===== src/rtl/pipelined_rc_adder.sv =====
// Pipelined ripple-carry adder/subtractor: CHUNK bits are added per stage, the carry is
// registered between stages, and a valid/ready handshake with a global advance controls flow.
module pipelined_rc_adder #(
  parameter int unsigned WIDTH  = 16,
  parameter int unsigned STAGES = 4
) (
  input  logic             clk,
  input  logic             rst_n,
  input  logic             in_valid,
  output logic             in_ready,
  input  logic [WIDTH-1:0] a,
  input  logic [WIDTH-1:0] b,
  input  logic             cin,
  input  logic             sub,
  output logic             out_valid,
  input  logic             out_ready,
  output logic [WIDTH-1:0] sum,
  output logic             cout,
  output logic             ovf
);

  localparam int unsigned CHUNK = WIDTH / STAGES;
  localparam int unsigned LAST  = STAGES - 1;

  logic             vld [STAGES];
  logic             cy  [STAGES];
  logic [WIDTH-1:0] opa [STAGES];
  logic [WIDTH-1:0] opb [STAGES];
  logic [WIDTH-1:0] acc [STAGES];

  logic             src_v   [STAGES];
  logic             src_c   [STAGES];
  logic [WIDTH-1:0] src_a   [STAGES];
  logic [WIDTH-1:0] src_b   [STAGES];
  logic [WIDTH-1:0] src_acc [STAGES];
  logic [CHUNK:0]   part    [STAGES];
  logic [WIDTH-1:0] nxt_acc [STAGES];

  logic adv;

  function automatic logic [CHUNK:0] ripple(input logic [CHUNK-1:0] x,
                                            input logic [CHUNK-1:0] y,
                                            input logic             ci);
    logic [CHUNK-1:0] s;
    logic             c;
    s = '0;
    c = ci;
    for (int unsigned i = 0; i < CHUNK; i++) begin
      s[i] = x[i] ^ y[i] ^ c;
      c    = (x[i] & y[i]) | (c & (x[i] ^ y[i]));
    end
    return {c, s};
  endfunction

  assign adv       = out_ready | ~out_valid;
  assign in_ready  = adv;
  assign out_valid = vld[LAST];
  assign sum       = acc[LAST];
  assign cout      = cy[LAST];
  assign ovf       = (opa[LAST][WIDTH-1] == opb[LAST][WIDTH-1]) &
                     (acc[LAST][WIDTH-1] != opa[LAST][WIDTH-1]);

  // Stage 0 works on the live inputs with B and carry-in already inverted for subtract;
  // later stages work on the previous stage's registers.
  always_comb begin
    src_v[0]   = in_valid;
    src_a[0]   = a;
    src_b[0]   = sub ? ~b : b;
    src_c[0]   = cin ^ sub;
    src_acc[0] = '0;
    for (int unsigned k = 1; k < STAGES; k++) begin
      src_v[k]   = vld[k-1];
      src_a[k]   = opa[k-1];
      src_b[k]   = opb[k-1];
      src_c[k]   = cy[k-1];
      src_acc[k] = acc[k-1];
    end
    for (int unsigned k = 0; k < STAGES; k++) begin
      part[k]    = ripple(src_a[k][k*CHUNK +: CHUNK], src_b[k][k*CHUNK +: CHUNK], src_c[k]);
      nxt_acc[k] = src_acc[k];
      nxt_acc[k][k*CHUNK +: CHUNK] = part[k][CHUNK-1:0];
    end
  end

  // Data moves only with a valid token, so outputs keep the last result across bubbles.
  always_ff @(posedge clk) begin
    if (!rst_n) begin
      for (int unsigned k = 0; k < STAGES; k++) begin
        vld[k] <= 1'b0;
        cy[k]  <= 1'b0;
        opa[k] <= '0;
        opb[k] <= '0;
        acc[k] <= '0;
      end
    end else if (adv) begin
      for (int unsigned k = 0; k < STAGES; k++) begin
        vld[k] <= src_v[k];
        if (src_v[k]) begin
          opa[k] <= src_a[k];
          opb[k] <= src_b[k];
          cy[k]  <= part[k][CHUNK];
          acc[k] <= nxt_acc[k];
        end
      end
    end
  end

endmodule


===== config.mk =====
export PLATFORM = sky130hd
export DESIGN_NAME = pipelined_rc_adder
export DESIGN_NICKNAME = d
export VERILOG_FILES = /design/src/rtl/pipelined_rc_adder.sv
export SDC_FILE = /design/constraint.sdc
export NUM_CORES = 1
export LEC_CHECK = 0
export ABC_AREA = 1
export BUFFER_PORTS_ARGS = -buffer_cell sky130_fd_sc_hd__clkbuf_2
export CAP_MARGIN = 20
export CORE_ASPECT_RATIO = 0.75
export CORE_UTILIZATION = 40
export CTS_CLUSTER_DIAMETER = 200
export DETAILED_ROUTE_END_ITERATION = 8
export SETUP_SLACK_MARGIN = 0.1
export SYNTH_ARGS = -nofsm -noshare
export SYNTH_HDL_FRONTEND = slang
export SYNTH_SLANG_ARGS = --single-unit

===== constraint.sdc =====
create_clock -name clk -period 4.2 [get_ports clk]
set_input_delay 0.21 -clock clk [delete_from_list [all_inputs] [get_ports clk]]
set_output_delay 0.21 -clock clk [all_outputs]
set_load 0.01 [all_outputs]

==> summary.md, run 1 <==
| Metric | Value |
|---|---|
| Run status | finished with violations |
| Failing checks | DRC |
| Clk slew on worst S/H paths | 0.06 ns |
| Largest net degree at the start of global routing | 30 |
| Max FO, Critical Path | 1 |
| Vias in the first global route | 2291 |
| Post-route ant nets | 0 |
| Die Footprint | 0.0118 mm² |
| # hold bufs at CTS | 0 |
| Slowest CP cell | fa_1 |
| Worst-path cell chain | inv_1 > fa_1 > inv_1 > fa_1 > fa_1 > fa_1 > inv_1 > nor2_1 |
| Total CTS buffers | 9 |
| CTS sink count | 98 |
| Pleak | 2.43 nW |
| Synth top area share | 64.8% |
| Count leader, synth | inv_1 |
| Post-synth net total | 466 |
| Syn Inst Count | 412 |
| Chip height | 94.2 µm |
| Fraction of registers with async set/reset | 0% |
| Placed instance count | 584 |
| Synth Area per Inst | 11.0 µm² |
| Layout cells sized above 1 | 17.4% |
| Total design power | 2.38 mW |
| Fillcell total | 1028 |
| P&R area growth vs syn | 15.3% |
| RSZ-0062 raised after global routing | no |
| Crit-path leading delay family | adder cells |
| Initial antenna violation count | 0 |
| IO Port Bufs | 57 |
| Max_cap viols | 0 |
| Minimum clock period | 2.39 ns |
| Max Clk Rate | 418 MHz |
| Area occupied by multi-input gates | 955 µm² |
| Final period util | 57.0% |
| DR vias | 2367 |
| #FFs+latches synth | 98 |
| Post-DR wirelength/cell | 10.1 µm |
| Iter 0 DRT Violations | 145 |
| CP endpoint kind | flip-flop |
| Setup ws final | 1.81 ns |
| DRT Pass-1 Iters | 6 |
| Register area | 0.00294 mm² |
| Synth warnings | 0 |
| Postcts setup bufs | 0 |
| Root Driver | clkbuf_16 |
| Non-Filler Instances | 600 |
| RD Place Congestion | 0.703 |
| Antenna diodes | 0 |
| # resized after CTS | 0 |
| Maximum VDD drop | 0.219 mV |
| Layout Nets | 509 |
| Global-route wire length before repair | 10500 µm |
| Die Wd | 125 µm |
| Initial core utilization | 41.3% |
| Clk_skew | 0.00595 ns |
| Post-Route Setup TNS | 0 ns |
| GRT Util Overall | 11.7% |
| Post-synth top area cell | edfxtp_1 |
| Total Wirelength | 6080 µm |
| Global route total overflow | 0 |
| Distinct cell type count after synthesis | 16 |
| Final setup fails | 0 |
| Buffers plus inverters on the worst setup path | 3 |
| Slew HR | 52.6% |
| Crit path required time | 4.26 ns |
| CP Launch Type | flip-flop |
| CTS tree | yes |
| Arrival time worst endpoint | 2.46 ns |
| Largest cells by area after synthesis | edfxtp_1, inv_1, nor2_1 |
| DRC | 5 |
| Post-synth EDFFs | 98 |
| Tightest Pin Transition | 0.709 ns |
| Core area | 0.0110 mm² |
| Post-Route Utilization | 47.7% |
| Row count | 33 |
| CP most frequent cell | fa_1 |
| Pwr dens | 455 mW/mm² |
| Worst skew pair latency | 0.33 ns |
| Maximum root-to-sink buffer count | 2 |
| Netlist Area Pre-Place | 0.00454 mm² |
| Primary FF master, synth | edfxtp_1 |
| I/O pin count | 58 |
| Crit-path max cell delay | 0.47 ns |
| Slew Limit Fails | 0 |
| Dpl ws | 1.47 ns |
| Final Hold Viols | 0 |
| Vias per inst | 3.95 |
| Crit Path Class | flip-flop to flip-flop |
| Htree depth | 3 |
| Post-synth top cells | inv_1, edfxtp_1, nor2_1 |
| Seq/Total Area, Yosys | 64.8% |
| HPWL after DPL | 4310 µm |
| Min-delay worst type | input pin to flip-flop |
logic make-up (layout without fill, tap and decap cells):
group | count (synthesis) | after routing | synth area share [%]
buffers and inverters | 147 | 195 | 14.3
and+or+nand+nor | 142 | 142 | 12.4
DFF | 98 | 98 | 64.8
adders and majority gates | 16 | 16 | 7.06
xor gates and xnor gates | 5 | 5 | 0.965
AOI/OAI and AO/OA | 4 | 4 | 0.441
metal layers:
layer / track usage (%) / routed length, µm / part of all wire (%)
met2: 17.7 / 2540 / 42
met5: 0 / 0 / 0
met4: 3.66 / 46 / 0.76
met3: 4.10 / 343 / 5.6
met1: 15.8 / 3150 / 52
power by group:
part	internal, mW	switching (mW)	total (mW)
logic	0.0699	0.116	0.185
clock network	0.703	0.323	1.03
registers	1.15	0.0215	1.17
total	1.92	0.460	2.38
sequential cells by signal, summed over array words and instances (netlist names):
signal  cells
acc        40
cy          4
opb        25
opa        25
vld         4
tightest hold or removal path, cell delays in order:
cell and delay (ns):
clkbuf_2 0.07, inv_1 0.03, nor2_1 0.08
worst paths after layout:
path	slack [ns]	from	cells after the start	endpoint
min	0.17	a[14]	3	opa[0][14]
max	1.81	opa[0][44]	8	acc[0][63]
min reg2reg	0.54	acc[0][38]	2	acc[0][54]
max reg2reg	1.81	opa[0][44]	8	acc[0][63]
layout by cell type (no fill, tap or decap):
cell type / n
nand3_1: 2
xnor2_1: 4
buf_16: 1
fa_1: 16
nand2_4: 1
nor2_1: 98
xor2_1: 1
nand3_4: 1
nand3_2: 1
inv_1: 118
buf_4: 3
clkbuf_1: 2
o21ai_2: 2
bufinv_16: 5
clkbuf_2: 57
o21ai_1: 1
a21oi_1: 1
clkbuf_16: 9
nand2_1: 39
edfxtp_1: 98
final cells by class:
type / count / area share [%]
clock buffers: 11 / 4.45
flip-flops and latches: 98 / 56.2
multi-input cells: 167 / 18.2
inverters: 118 / 8.46
well taps: 140 / 3.35
repair buffers: 61 / 6.41
clock inverters: 5 / 2.87
metrics by stage:
stage                     cell area [µm²]  hold WS (ns)
after floorplan                      4540         0.418
after global placement               4820         0.512
after detailed placement             4850         0.511
after CTS                            5230         0.168
after global routing                 5230         0.170
final                                5230         0.174
Power figures use the tool's default switching activity.
==> run 2: changes to the inputs <==
==> constraint.sdc (replaced) <==
create_clock -name clk -period 2.2 [get_ports clk]
set_input_delay 0.11 -clock clk [delete_from_list [all_inputs] [get_ports clk]]
set_output_delay 0.11 -clock clk [all_outputs]
set_load 0.01 [all_outputs]
==> run 2 against run 1 <==
Compared with the run above: the run still ends with DRC left; core utilization decreased by 0.59 points; sequential power is 91% higher; global-route usage grew 0.21 points; clock-buffer cell count is 1 lower; clock skew grew 0.00053 ns; sequential share of layout area up 0.71 points; cell count rose by 0.33%; via count increased by 1.2%; final area down 1.2%; non-clock buffer count up 2; worst setup slack got worse by 1.8 ns; critical path type unchanged; largest power group unchanged; highest routed layer unchanged.
==> summary.md, run 2 (synthesis gave the netlist of run 1 again) <==
| Metric | Value |
|---|---|
| Final period util | 99.5% |
| Pleak | 2.36 nW |
| Total design power | 4.13 mW |
| Slew Limit Fails | 0 |
| CTS tree | yes |
| Iter 0 DRT Violations | 117 |
| Initial antenna violation count | 0 |
| Met2 wire length | 2550 µm |
| Run status | finished with violations |
| DRC | 9 |
| Register area | 0.00294 mm² |
| Regs by FF count | acc (40), opa (25), opb (25) |
| Max Clk Rate | 457 MHz |
| Min-delay worst type | input pin to flip-flop |
| Max_cap viols | 0 |
| Initial core utilization | 41.3% |
| Crit-path max cell delay | 0.43 ns |
| Maximum root-to-sink buffer count | 2 |
| Chip height | 94.2 µm |
| Post-DR wirelength/cell | 10.2 µm |
| Slowest CP cell | fa_1 |
| Failing checks | DRC |
| Post-route ant nets | 0 |
| HPWL after DPL | 4370 µm |
| Worst-path cell chain | inv_2 > fa_2 > inv_2 > fa_2 > fa_2 > fa_1 > inv_1 > nor2_1 |
| CP most frequent cell | fa_2 |
| Commonest non-fill, non-tap cell in the layout | inv_1 |
| I/O pin count | 58 |
| # hold bufs at CTS | 0 |
| Post-Route Setup TNS | 0 ns |
| Largest net degree at the start of global routing | 31 |
| Global-route wire length before repair | 10800 µm |
| CTS sink count | 98 |
| Total CTS buffers | 9 |
| Pwr dens | 799 mW/mm² |
| IO Port Bufs | 57 |
| RSZ-0062 raised after global routing | yes |
| Die Wd | 125 µm |
| Crit Path Class | flip-flop to flip-flop |
| Maximum VDD drop | 0.456 mV |
| Most frequent cells in the layout | inv_1, nor2_1, edfxtp_1 |
| Area occupied by multi-input gates | 982 µm² |
| Largest Register | acc |
| GRT Util Overall | 11.9% |
| Slew HR | 58.3% |
| RD Place Congestion | 0.692 |
| Final setup fails | 0 |
| CP endpoint kind | flip-flop |
| Tightest Pin Transition | 0.623 ns |
| Row count | 33 |
| CP Launch Type | flip-flop |
| Clk slew on worst S/H paths | 0.06 ns |
| DR vias | 2395 |
| Total Wirelength | 6130 µm |
| Htree depth | 3 |
| P&R area growth vs syn | 13.9% |
| Highest routed layer | met4 |
| Root Driver | clkbuf_16 |
| Fillcell total | 1022 |
| Clk_skew | 0.00648 ns |
| Minimum clock period | 2.19 ns |
| Vias in the first global route | 2297 |
| Crit path required time | 2.27 ns |
| DRT Pass-1 Iters | 8 |
| Final Hold Viols | 0 |
| Worst skew pair latency | 0.33 ns |
| Layout Nets | 511 |
| Antenna diodes | 0 |
| Die Footprint | 0.0118 mm² |
| Global route total overflow | 0 |
| Max reg flops | 40 |
| Layout cells sized above 1 | 22.3% |
| Met1 Wirelength | 3150 µm |
| Vias per inst | 3.98 |
| Core area | 0.0110 mm² |
| Wire length on met3 | 368 µm |
| Max FO, Critical Path | 1 |
| Arrival time worst endpoint | 2.26 ns |
## run 2: critical path: cells and delay by family, from the launching register on
kind                       cells  cell delay (ns)
adders and majority gates      4             1.35
and+or+nand+nor                1             0.03
DFF                            1             0.38
buffers and inverters          3             0.17
## run 2: report_power, final
| part | total [mW] | switching, mW | internal, mW |
|---|---|---|---|
| combinational | 0.361 | 0.223 | 0.138 |
| sequential | 2.24 | 0.0441 | 2.20 |
| clock | 1.53 | 0.644 | 0.883 |
| total | 4.13 | 0.911 | 3.22 |
## run 2: area by class of cell
type | count | share of cell area, %
clock buffers | 10 | 4.43
clock inverters | 6 | 1.28
inverters | 118 | 8.57
multi-input cells | 167 | 19.0
flip-flops and latches | 98 | 56.9
well taps | 140 | 3.39
repair buffers | 63 | 6.39
## run 2: final timing paths
check	from	end	slack (ns)	depth (start not counted)
setup / recovery	cy[0][2]	acc[0][63]	0.01	8
hold / removal	a[14]	opa[0][14]	0.07	3
setup reg to reg	cy[0][2]	acc[0][63]	0.01	8
hold reg to reg	opb[0][30]	opb[0][46]	0.54	2
## run 2: per-stage QoR
| stage | area [µm²] | cells | hold WS [ns] | setup slack [ns] | utilization (%) |
|---|---|---|---|---|---|
| 2_1_floorplan | 4570 | 412 | 0.318 | -0.182 | - |
| 3_3_place_gp | 4870 | 586 | 0.412 | -0.0915 | 44.3 |
| 3_5_place_dp | 4870 | 586 | 0.414 | -0.149 | 44.3 |
| 4_1_cts | 5170 | 602 | 0.0606 | -0.000535 | 47.0 |
| 5_1_grt | 5170 | 602 | 0.0655 | -0.0842 | 47.1 |
| 6_report | 5170 | 602 | 0.0695 | 0.0106 | 47.1 |
## run 2: timing repair
item / 4_1_cts / 5_1_grt
cloned: 0 / 0
gates resized for setup: 7 / 4
hold endpoints to repair: 0 / 0
pin swaps: 6 / 9
setup buffers: 0 / 0
setup endpoints to repair: 4 / 4
## run 2: metal layers
metal / track usage, % / up-vias
met5: 0 / -
met3: 3.47 / 6
li1: - / 1294
met4: 5.18 / 0
met2: 17.5 / 71
met1: 16.4 / 1024
==> run 3: changes to the inputs <==
--- a/config.mk
+++ b/config.mk
@@ -12,6 +12,7 @@
 export CORE_UTILIZATION = 40
 export CTS_CLUSTER_DIAMETER = 200
 export DETAILED_ROUTE_END_ITERATION = 8
+export PLACE_DENSITY = 0.71
 export SETUP_SLACK_MARGIN = 0.1
 export SYNTH_ARGS = -nofsm -noshare
 export SYNTH_HDL_FRONTEND = slang
==> run 3 against run 2 <==
Compared with the run above: the run ends with DRC, setup timing left; critical path depth unchanged; clock power up 12%; final area up 1.1%; first-iteration DRC count down 4.3%.
==> summary.md, run 3 (synthesis gave the netlist of run 1 again) <==
| Metric | Value |
|---|---|
| Run status | finished with violations |
| Failing checks | DRC, setup timing |
| Total CTS buffers | 9 |
| Min-delay worst type | input pin to flip-flop |
| RD Place Congestion | 0.733 |
| CP endpoint kind | flip-flop |
| Die Footprint | 0.0118 mm² |
| Arrival time worst endpoint | 2.40 ns |
| Initial core utilization | 41.3% |
| Commonest non-fill, non-tap cell in the layout | inv_1 |
| Pwr dens | 830 mW/mm² |
| Logic gate share of total power | 8.6% |
| HPWL after DPL | 4590 µm |
| Largest Register | acc |
| Slew Limit Fails | 0 |
| Post-Route Utilization | 47.6% |
| Clock power frac | 39.6% |
| Register area | 0.00294 mm² |
| Max FO, Critical Path | 1 |
| Layout Nets | 511 |
| Postcts setup bufs | 0 |
| Final setup fails | 1 |
| Non-Filler Instances | 602 |
| Layout cells sized above 1 | 22.7% |
| Switching Fraction | 20.6% |
| Antenna diodes | 0 |
| Max Clk Rate | 451 MHz |
| I/O pin count | 58 |
| Htree depth | 3 |
| Fillcell total | 1019 |
| Post-Route Setup TNS | -0.0195 ns |
| Maximum VDD drop | 0.411 mV |
| Minimum clock period | 2.22 ns |
| Crit Path Class | flip-flop to flip-flop |
| DR vias | 2420 |
| Global route total overflow | 0 |
| Hold_ws | 0.0731 ns |
| Worst skew pair latency | 0.33 ns |
| Global-route wire length before repair | 10900 µm |
| RSZ-0062 raised after global routing | yes |
| Max reg flops | 40 |
| Row count | 33 |
| Vias in the first global route | 2367 |
| DRC | 10 |
| Post-route ant nets | 0 |
| Die Wd | 125 µm |
| Iter 0 DRT Violations | 112 |
| CTS tree | yes |
| Core area | 0.0110 mm² |
| Final period util | 101% |
| Clk_skew | 0.00483 ns |
| Most frequent cells in the layout | inv_1, nor2_1, edfxtp_1 |
| Total design power | 4.34 mW |
| Tightest Pin Transition | 0.687 ns |
| P&R area growth vs syn | 15.1% |
| GRT Util Overall | 12.1% |
| Internal cell power | 3.45 mW |
| Clk slew on worst S/H paths | 0.06 ns |
| Maximum root-to-sink buffer count | 2 |
| CP Launch Type | flip-flop |
| Chip height | 94.2 µm |
| Initial antenna violation count | 0 |
| Placed instance count | 586 |
| Largest net degree at the start of global routing | 31 |
| Regs by FF count | acc (40), opa (25), opb (25) |
| Post-DR wirelength/cell | 10.7 µm |
| Slew HR | 54.1% |
| Max_cap viols | 0 |
| Setup ws final | -0.0195 ns |
| Seq pwr share | 51.8% |
| Total Wirelength | 6440 µm |
| Switching pwr | 0.893 mW |
| Area occupied by multi-input gates | 992 µm² |
| Final Hold Viols | 0 |
| DRT Pass-1 Iters | 7 |
| Pleak | 2.39 nW |
| Root Driver | clkbuf_16 |
| Crit path required time | 2.38 ns |
| IO Port Bufs | 57 |
| Vias per inst | 4.02 |
| CTS sink count | 98 |
-- run 3: cell types whose count changed in the layout (fill, tap and decap cells not counted), sizes merged --
cell / change
bufinv: +2
buf: +1
clkbuf: -1
clkinvlp: -1
inv: -1
-- run 3: final cells by class --
cell class                 instances  share of cell area (%)
sequential                        98                    56.3
inverter                         118                    8.48
clock buffer                      10                    4.38
timing repair buffer              63                    6.47
tap                              140                    3.35
clock inverter                     6                    2.01
multi-input combinational        167                    19.0
-- run 3: worst paths after layout --
check / start / to / slack (ns) / depth (start not counted)
worst min register to register: opa[0][12] / opa[0][28] / 0.54 / 2
worst max-delay path: opa[0][44] / acc[0][63] / -0.02 / 8
worst max register to register: opa[0][44] / acc[0][63] / -0.02 / 8
worst min-delay path: a[4] / opa[0][4] / 0.07 / 3
-- run 3: power by group through the flow --
stage | combinational (mW) | clock, mW | sequential (mW)
global route | 0.433 | 1.83 | 2.26
detailed placement | 0.370 | 0 | 2.29
floorplan | 0.272 | 0 | 2.27
finish | 0.374 | 1.72 | 2.25
global placement | 0.350 | 0 | 2.28
CTS | 0.378 | 1.76 | 2.25
-- run 3: per-stage QoR --
stage	cell area, µm²	worst slack (ns)
after floorplan	4570	-0.182
after global placement	4860	-0.149
after detailed placement	4870	-0.212
after CTS	5210	-0.0189
after global routing	5230	-0.0912
final	5230	-0.0195
-- run 3: critical path, stage by stage (launching register included) --
cell and delay (ns):
edfxtp_1 0.39, inv_2 0.07, fa_2 0.20, inv_2 0.04
fa_2 0.33, fa_2 0.36, fa_2 0.56, inv_1 0.04
nor2_1 0.08
-- run 3: timing repair --
item / CTS / global route
gates resized for setup: 8 / 7
hold buffers: 0 / 0
setup endpoints to repair: 4 / 5
pin swaps: 3 / 5
-- run 3: per-layer routing --
layer  track usage, %  part of all wire [%]  up-vias
li1                 -                     -     1295
met1             15.7                    49     1061
met2             19.2                    45       60
met3             4.44                   5.4        4
met4             3.35                  0.95        0
met5                0                     0        -
